### src/rtl/imem_loader_if.sv
// imem_loader_if: program-load word stream into the instruction memory.
//   load_valid - a load word is present (master -> slave)
//   load_ready - slave accepts a word this cycle (slave -> master)
//   load_data  - load word, IW bits (master -> slave)
//   load_last  - marks the final program word (master -> slave)
interface imem_loader_if #(
  parameter int IW = 12
);
  logic          load_valid;
  logic          load_ready;
  logic [IW-1:0] load_data;
  logic          load_last;

  modport master (output load_valid, load_data, load_last, input load_ready);
  modport slave  (input load_valid, load_data, load_last, output load_ready);
endinterface

### src/rtl/imem_loader.sv
// imem_loader: 2^P-word instruction store with a program-load front end.
// A program arrives over the load stream, the unused tail is filled with
// FILL, then the control FSM is released from reset and served with a
// one-cycle registered fetch.
//
// Optional feature macro: IMEM_LOADER_CHECKSUM_EN
//   defined   - one extra word after the program is an XOR checksum; a
//               mismatch parks the block in ERROR with load_error set.
//   undefined - no checksum word, load_error tied 0.
//
// Ports:
//   clk, rst_n          - clock, asynchronous active-low reset
//   load                - load word stream (slave side of imem_loader_if)
//   reload              - restart loading (honoured in RUN/ERROR only)
//   cpu_rst_n           - active-low reset to the FSM/datapath, high in RUN
//   loaded              - high while in RUN
//   load_error          - checksum failure
//   word_count          - number of program words written (P+1 bits)
//   en_read_instr       - fetch strobe
//   read_address_instr  - fetch address
//   instruction_out     - fetched instruction, 0 outside RUN
module imem_loader #(
  parameter int M = 4,
  parameter int P = 6,
  localparam int IW = 4 + 2 * M,
  parameter logic [IW-1:0] FILL = '0
) (
  input  logic            clk,
  input  logic            rst_n,
  imem_loader_if.slave    load,
  input  logic            reload,
  output logic            cpu_rst_n,
  output logic            loaded,
  output logic            load_error,
  output logic [P:0]      word_count,
  input  logic            en_read_instr,
  input  logic [P-1:0]    read_address_instr,
  output logic [IW-1:0]   instruction_out
);

  typedef enum logic [2:0] {
    S_LOAD  = 3'd0,
    S_CHECK = 3'd1,
    S_FILL  = 3'd2,
    S_RUN   = 3'd3,
    S_ERROR = 3'd4
  } state_t;

  localparam logic [P-1:0] LAST_ADDR = {P{1'b1}};

  state_t        state, state_nxt;
  logic [IW-1:0] mem [2**P];
  logic [P-1:0]  ptr;
  logic [IW-1:0] instr_q;
  logic          accept;
  logic          prog_end;
  logic          mem_we;
  logic [IW-1:0] mem_wdata;
  logic          restart;

  assign accept   = load.load_valid && load.load_ready;
  // The program ends on an explicit last word or when the top address fills.
  assign prog_end = accept && (load.load_last || (ptr == LAST_ADDR));
  assign restart  = (state != S_LOAD) && (state_nxt == S_LOAD);

`ifdef IMEM_LOADER_CHECKSUM_EN
  localparam logic [P:0] FULL = {1'b1, {P{1'b0}}};
  logic [IW-1:0] csum;
  logic          load_error_q;
`endif

  // State register
  always_ff @(posedge clk or negedge rst_n) begin
    if (!rst_n) state <= S_LOAD;
    else        state <= state_nxt;
  end

  // Next-state logic
  always_comb begin
    state_nxt = state;
    case (state)
      S_LOAD: begin
        if (prog_end) begin
`ifdef IMEM_LOADER_CHECKSUM_EN
          state_nxt = S_CHECK;
`else
          state_nxt = (ptr == LAST_ADDR) ? S_RUN : S_FILL;
`endif
        end
      end
`ifdef IMEM_LOADER_CHECKSUM_EN
      S_CHECK: begin
        if (accept) begin
          if (load.load_data != csum)  state_nxt = S_ERROR;
          else if (word_count == FULL) state_nxt = S_RUN;
          else                         state_nxt = S_FILL;
        end
      end
      S_ERROR: if (reload) state_nxt = S_LOAD;
`endif
      S_FILL:  if (ptr == LAST_ADDR) state_nxt = S_RUN;
      S_RUN:   if (reload) state_nxt = S_LOAD;
      default: state_nxt = S_LOAD;
    endcase
  end

  // Output / write-port decode
  always_comb begin
    load.load_ready = 1'b0;
    mem_we          = 1'b0;
    mem_wdata       = load.load_data;
    case (state)
      S_LOAD: begin
        load.load_ready = 1'b1;
        mem_we          = load.load_valid;
      end
      S_CHECK: load.load_ready = 1'b1;
      S_FILL: begin
        mem_we    = 1'b1;
        mem_wdata = FILL;
      end
      default: ;
    endcase
  end

  always_ff @(posedge clk) begin
    if (mem_we) mem[ptr] <= mem_wdata;
  end

  always_ff @(posedge clk or negedge rst_n) begin
    if (!rst_n) begin
      ptr        <= '0;
      word_count <= '0;
      cpu_rst_n  <= 1'b0;
      loaded     <= 1'b0;
      instr_q    <= '0;
    end else begin
      // Registered so both rise on the edge entering RUN and fall on the
      // edge that samples reload.
      cpu_rst_n <= (state_nxt == S_RUN);
      loaded    <= (state_nxt == S_RUN);
      if (restart) begin
        ptr        <= '0;
        word_count <= '0;
      end else if (mem_we) begin
        ptr <= ptr + P'(1);
        if (state == S_LOAD) word_count <= word_count + (P+1)'(1);
      end
      // Cleared outside RUN so a stale fetch never reappears after reload.
      if (state != S_RUN)     instr_q <= '0;
      else if (en_read_instr) instr_q <= mem[read_address_instr];
    end
  end

  assign instruction_out = (state == S_RUN) ? instr_q : '0;

`ifdef IMEM_LOADER_CHECKSUM_EN
  always_ff @(posedge clk or negedge rst_n) begin
    if (!rst_n) begin
      csum         <= '0;
      load_error_q <= 1'b0;
    end else begin
      load_error_q <= (state_nxt == S_ERROR);
      if (restart)                       csum <= '0;
      else if (state == S_LOAD && accept) csum <= csum ^ load.load_data;
    end
  end
  assign load_error = load_error_q;
`else
  assign load_error = 1'b0;
`endif

endmodule

### src/flat_wrapper.sv
// flat-port wrapper written by rule: the top's interface ports become plain ports
module imem_loader_flat 
#(
  parameter int M = 4,
  parameter int P = 6,
  localparam int IW = 4 + 2 * M,
  parameter logic [IW-1:0] FILL = '0
)
  (clk, rst_n, reload, cpu_rst_n, loaded, load_error, word_count, en_read_instr, read_address_instr, instruction_out, load_load_valid, load_load_data, load_load_last, load_load_ready);
  imem_loader_if load_i ();
  input  logic clk;
  input  logic rst_n;
  input  logic reload;
  output logic cpu_rst_n;
  output logic loaded;
  output logic load_error;
  output logic [P:0] word_count;
  input  logic en_read_instr;
  input  logic [P-1:0] read_address_instr;
  output logic [IW-1:0] instruction_out;
  input wire logic [$bits(load_i.load_valid)-1:0] load_load_valid;
  input wire logic [$bits(load_i.load_data)-1:0] load_load_data;
  input wire logic [$bits(load_i.load_last)-1:0] load_load_last;
  output wire logic [$bits(load_i.load_ready)-1:0] load_load_ready;
  assign load_i.load_valid = load_load_valid;
  assign load_i.load_data = load_load_data;
  assign load_i.load_last = load_load_last;
  assign load_load_ready = load_i.load_ready;
  imem_loader #(.M(M), .P(P), .FILL(FILL)) u_core (.clk(clk), .rst_n(rst_n), .load(load_i), .reload(reload), .cpu_rst_n(cpu_rst_n), .loaded(loaded), .load_error(load_error), .word_count(word_count), .en_read_instr(en_read_instr), .read_address_instr(read_address_instr), .instruction_out(instruction_out));
endmodule
### config.mk
export PLATFORM = sky130hd
export DESIGN_NAME = imem_loader_flat
export DESIGN_NICKNAME = d
export VERILOG_FILES = /design/src/rtl/imem_loader_if.sv /design/src/rtl/imem_loader.sv /design/src/flat_wrapper.sv
export SDC_FILE = /design/constraint.sdc
export NUM_CORES = 1
export LEC_CHECK = 0
export CORE_MARGIN = 2
export CORE_UTILIZATION = 35
export DETAILED_ROUTE_END_ITERATION = 10
export GPL_TIMING_DRIVEN = 0
export HOLD_SLACK_MARGIN = 0.1
export SLEW_MARGIN = 15
export SYNTH_ARGS = -nofsm -noshare
export SYNTH_HDL_FRONTEND = slang
export SYNTH_SLANG_ARGS = --single-unit
### constraint.sdc
create_clock -name clk -period 2.95 [get_ports clk]
set_input_delay 0.295 -clock clk [delete_from_list [all_inputs] [get_ports clk]]
set_output_delay 0.295 -clock clk [all_outputs]
set_load 0.1 [all_outputs]
==> summary.txt <==
Antenna Nets Post-Route -> 0
Gate Count Post-Synth -> 1645
Num CTS Buffers -> 80
Clk root buf -> clkbuf_16
Most common cell after layout, fill and taps aside -> edfxtp_1
Post-synthesis instance area -> 0.0313 sq mm
Fin crit period -> 2.91 ns
Core area -> 0.0885 sq mm
Initial core utilization -> 35.3%
Synth async-reset ratio -> 3.64%
Die X -> 303 microns
DPL Wire Length -> 53400 microns
Final Slew Violations -> 0
Ys flop type -> edfxtp_1
Period utilisation layout -> 98.7%
Crit path DAT -> 3.23 ns
Initial antenna violation count -> 1
Peak supply drop -> 387 uV
Max Buffers Root-to-Sink -> 3
Cells on worst reg2reg path -> 6
Synth Area in Compound Gates -> 5.65%
Synth Area in Adders -> 0.0800%
Layout Nets -> 1872
Setup crit end kind -> flop
Final hold vios -> 0
Largest net degree at the start of global routing -> 36
Post-Route Utilization -> 42.5%
Worst setup SP type -> flop
Clk sinks -> 797
Sequential share of the synthesized area -> 76.1%
Die Area -> 0.0918 sq mm
Failing checks -> design-rule violations
DR iter-0 viols -> 1776
Clock Skew -> 0.0324 ns
H-tree Lvls -> 3
Final Non-Filler Cells -> 3077
Fill cells -> 7583
Via count -> 16400
HP Class -> in2async
First-pass GRT wire length -> 112000 microns
Netlist cell types -> 51
Vias in the first global route -> 16400
Slew margin rel. -> 19.3%
DIE HEIGHT -> 303 microns
Largest family of logic cells by synthesized area -> multiplexers
Clk Latency, worst-skew pair -> 0.63 ns
CTS tree -> built
Routed Wire Length -> 78000 microns
GRT overflow -> 0
Overall Power -> 0.0237 W
Status -> complete, but fails checks
Multiplexer share of the synthesized area -> 11.7%
Layout cells sized above 1 -> 25.7%
Post-synth EDFFs -> 768
GRT Resource Usage Total -> 17.0%
Initial DRT Pass Iterations -> 9
Synth warn -> 0
Post-Syn Area per Cell -> 19.0 sq um
Pwr Density -> 629 mW/mm^2
Worst Setup Path Type -> reg2reg
Highest-count cells in the layout ignoring fill and taps -> edfxtp_1, mux2i_1, mux4_2
Gpl congestion -> 0.905
Fmax -> 343 MHz
DRC -> 20
Required @ worst endpoint -> 3.27 ns
Final setup viols -> 0
IO Pins -> 47
Dpl cells -> 2883
Static leakage -> 12.1 nW
Post-synthesis register bit count -> 797
Input/output buffers -> 43
# rows -> 109
Worst Tran Pin Value -> 1.21 ns
CP max FO -> 11
Post-Synth XOR/XNOR Area -> 0.196%
Max cap viols -> 0
Synth Area in Simple Gates -> 4.41%
Drt wl/cell -> 25.4 microns
Syn-to-layout area delta -> 20.2%
Worst-path clk slew -> 0.07 ns
Via/cell ratio -> 5.34
## final cells by class
class	instances	area [sq um]	area share, %
Clock buffer	124	2320	6.18
Clock inverter	23	164	0.436
Inverter	2	11.3	0.0300
Antenna cell	1	2.50	0.00666
Buffer	107	582	1.55
Sequential cell	797	23800	63.3
Multi-Input combinational cell	740	7530	20.0
Tap cell	1165	1460	3.88
Timing Repair Buffer	118	1740	4.63
## kinds of logic after synthesis
group                    after synthesis
adder cells (fa/ha/maj)                2
buffers and inverters                109
flip-flops                           797
AND/OR/NAND/NOR                      259
XOR/XNOR                               7
AO/OA/AOI/OAI                        230
multiplexers                         240
other                                  1
## synthesized netlist by cell type (6+ instances only)
cell type    n  area share [%]
nand2b_1     9            0.18
o21ai_0      6           0.096
a22oi_1     47             1.1
o22ai_1     24            0.48
mux2i_1     96             3.1
buf_4       20            0.48
nor2b_1     63             1.3
a211oi_1    48             1.2
clkbuf_1    41            0.49
dfrtp_1     29             2.3
nand2_1     41            0.49
buf_2       35            0.56
o31ai_1     12            0.29
xor2_1       6            0.17
nor2_1      74            0.89
nor3_1      14            0.22
a22o_1      26            0.73
nand3b_1    16            0.38
o211ai_1    12            0.29
edfxtp_1   768              74
mux4_2      96             6.9
mux2_2      48             1.7
a2111oi_0   48             1.3
and2_1      12            0.24
## critical path, stage by stage, from the launching register on
cell	delay (ns)
dfrtp_1	0.47
or4b_4	0.68
nand2b_2	0.20
buf_4	0.27
nand2b_1	0.49
nor2_4	0.30
buf_12	0.18
## path summary, 6_finish.rpt
check	from	to	slack, ns
max	u_core.state[0]	u_core.mem[59][3]	0.04
min	rst_n	u_core.instr_q[4]	0.17
max reg2reg	u_core.state[0]	u_core.mem[59][3]	0.04
min reg2reg	u_core.instr_q[11]	u_core.instr_q[11]	0.54
max in group asynchronous	rst_n	u_core.word_count[6]	2.58
min in group clk	load_load_last	u_core.state[1]	0.33
## stage by stage
step | area [sq um] | setup slack, ns | hold WS [ns] | setup TNS [ns]
2_1_floorplan | 31300 | 0.0251 | -0.000591 | 0
3_3_place_gp | 33200 | -2.93 | 0.525 | -2407.72
3_5_place_dp | 33900 | -1.00 | 0.272 | -489.92
4_1_cts | 37200 | -0.296 | 0.153 | -52.34
5_1_grt | 37600 | -0.0137 | 0.183 | -0.147
6_report | 37600 | 0.0378 | 0.170 | 0
## routing by layer
layer	part of all wire [%]	vias up	track usage [%]
li1	-	7120	-
met1	43	8513	23.6
met2	46	676	26.2
met3	8.2	125	4.18
met4	3.2	0	5.52
met5	0	-	0
## flip-flops by register name, indices dropped and copies added (netlist names)
signal             count
u_core.cpu_rst_n       1
u_core.ptr             6
u_core.mem           768
u_core.word_count      7
u_core.instr_q        12
u_core.state           3
## where the power goes
part / total [W] / switching, W / internal, W
logic: 0.00145 / 0.000953 / 0.000499
clock network: 0.00969 / 0.00411 / 0.00558
registers: 0.0125 / 0.0000155 / 0.0125
## repair_timing
action,in CTS,in global routing
pin swaps,21,16
endpoints found under the setup margin,952,666
hold buffers,1,0
hold endpoints to repair,29,0
resized for setup,134,46
buffers inserted,26,19
No activity file was read; power rests on OpenSTA's default activity.
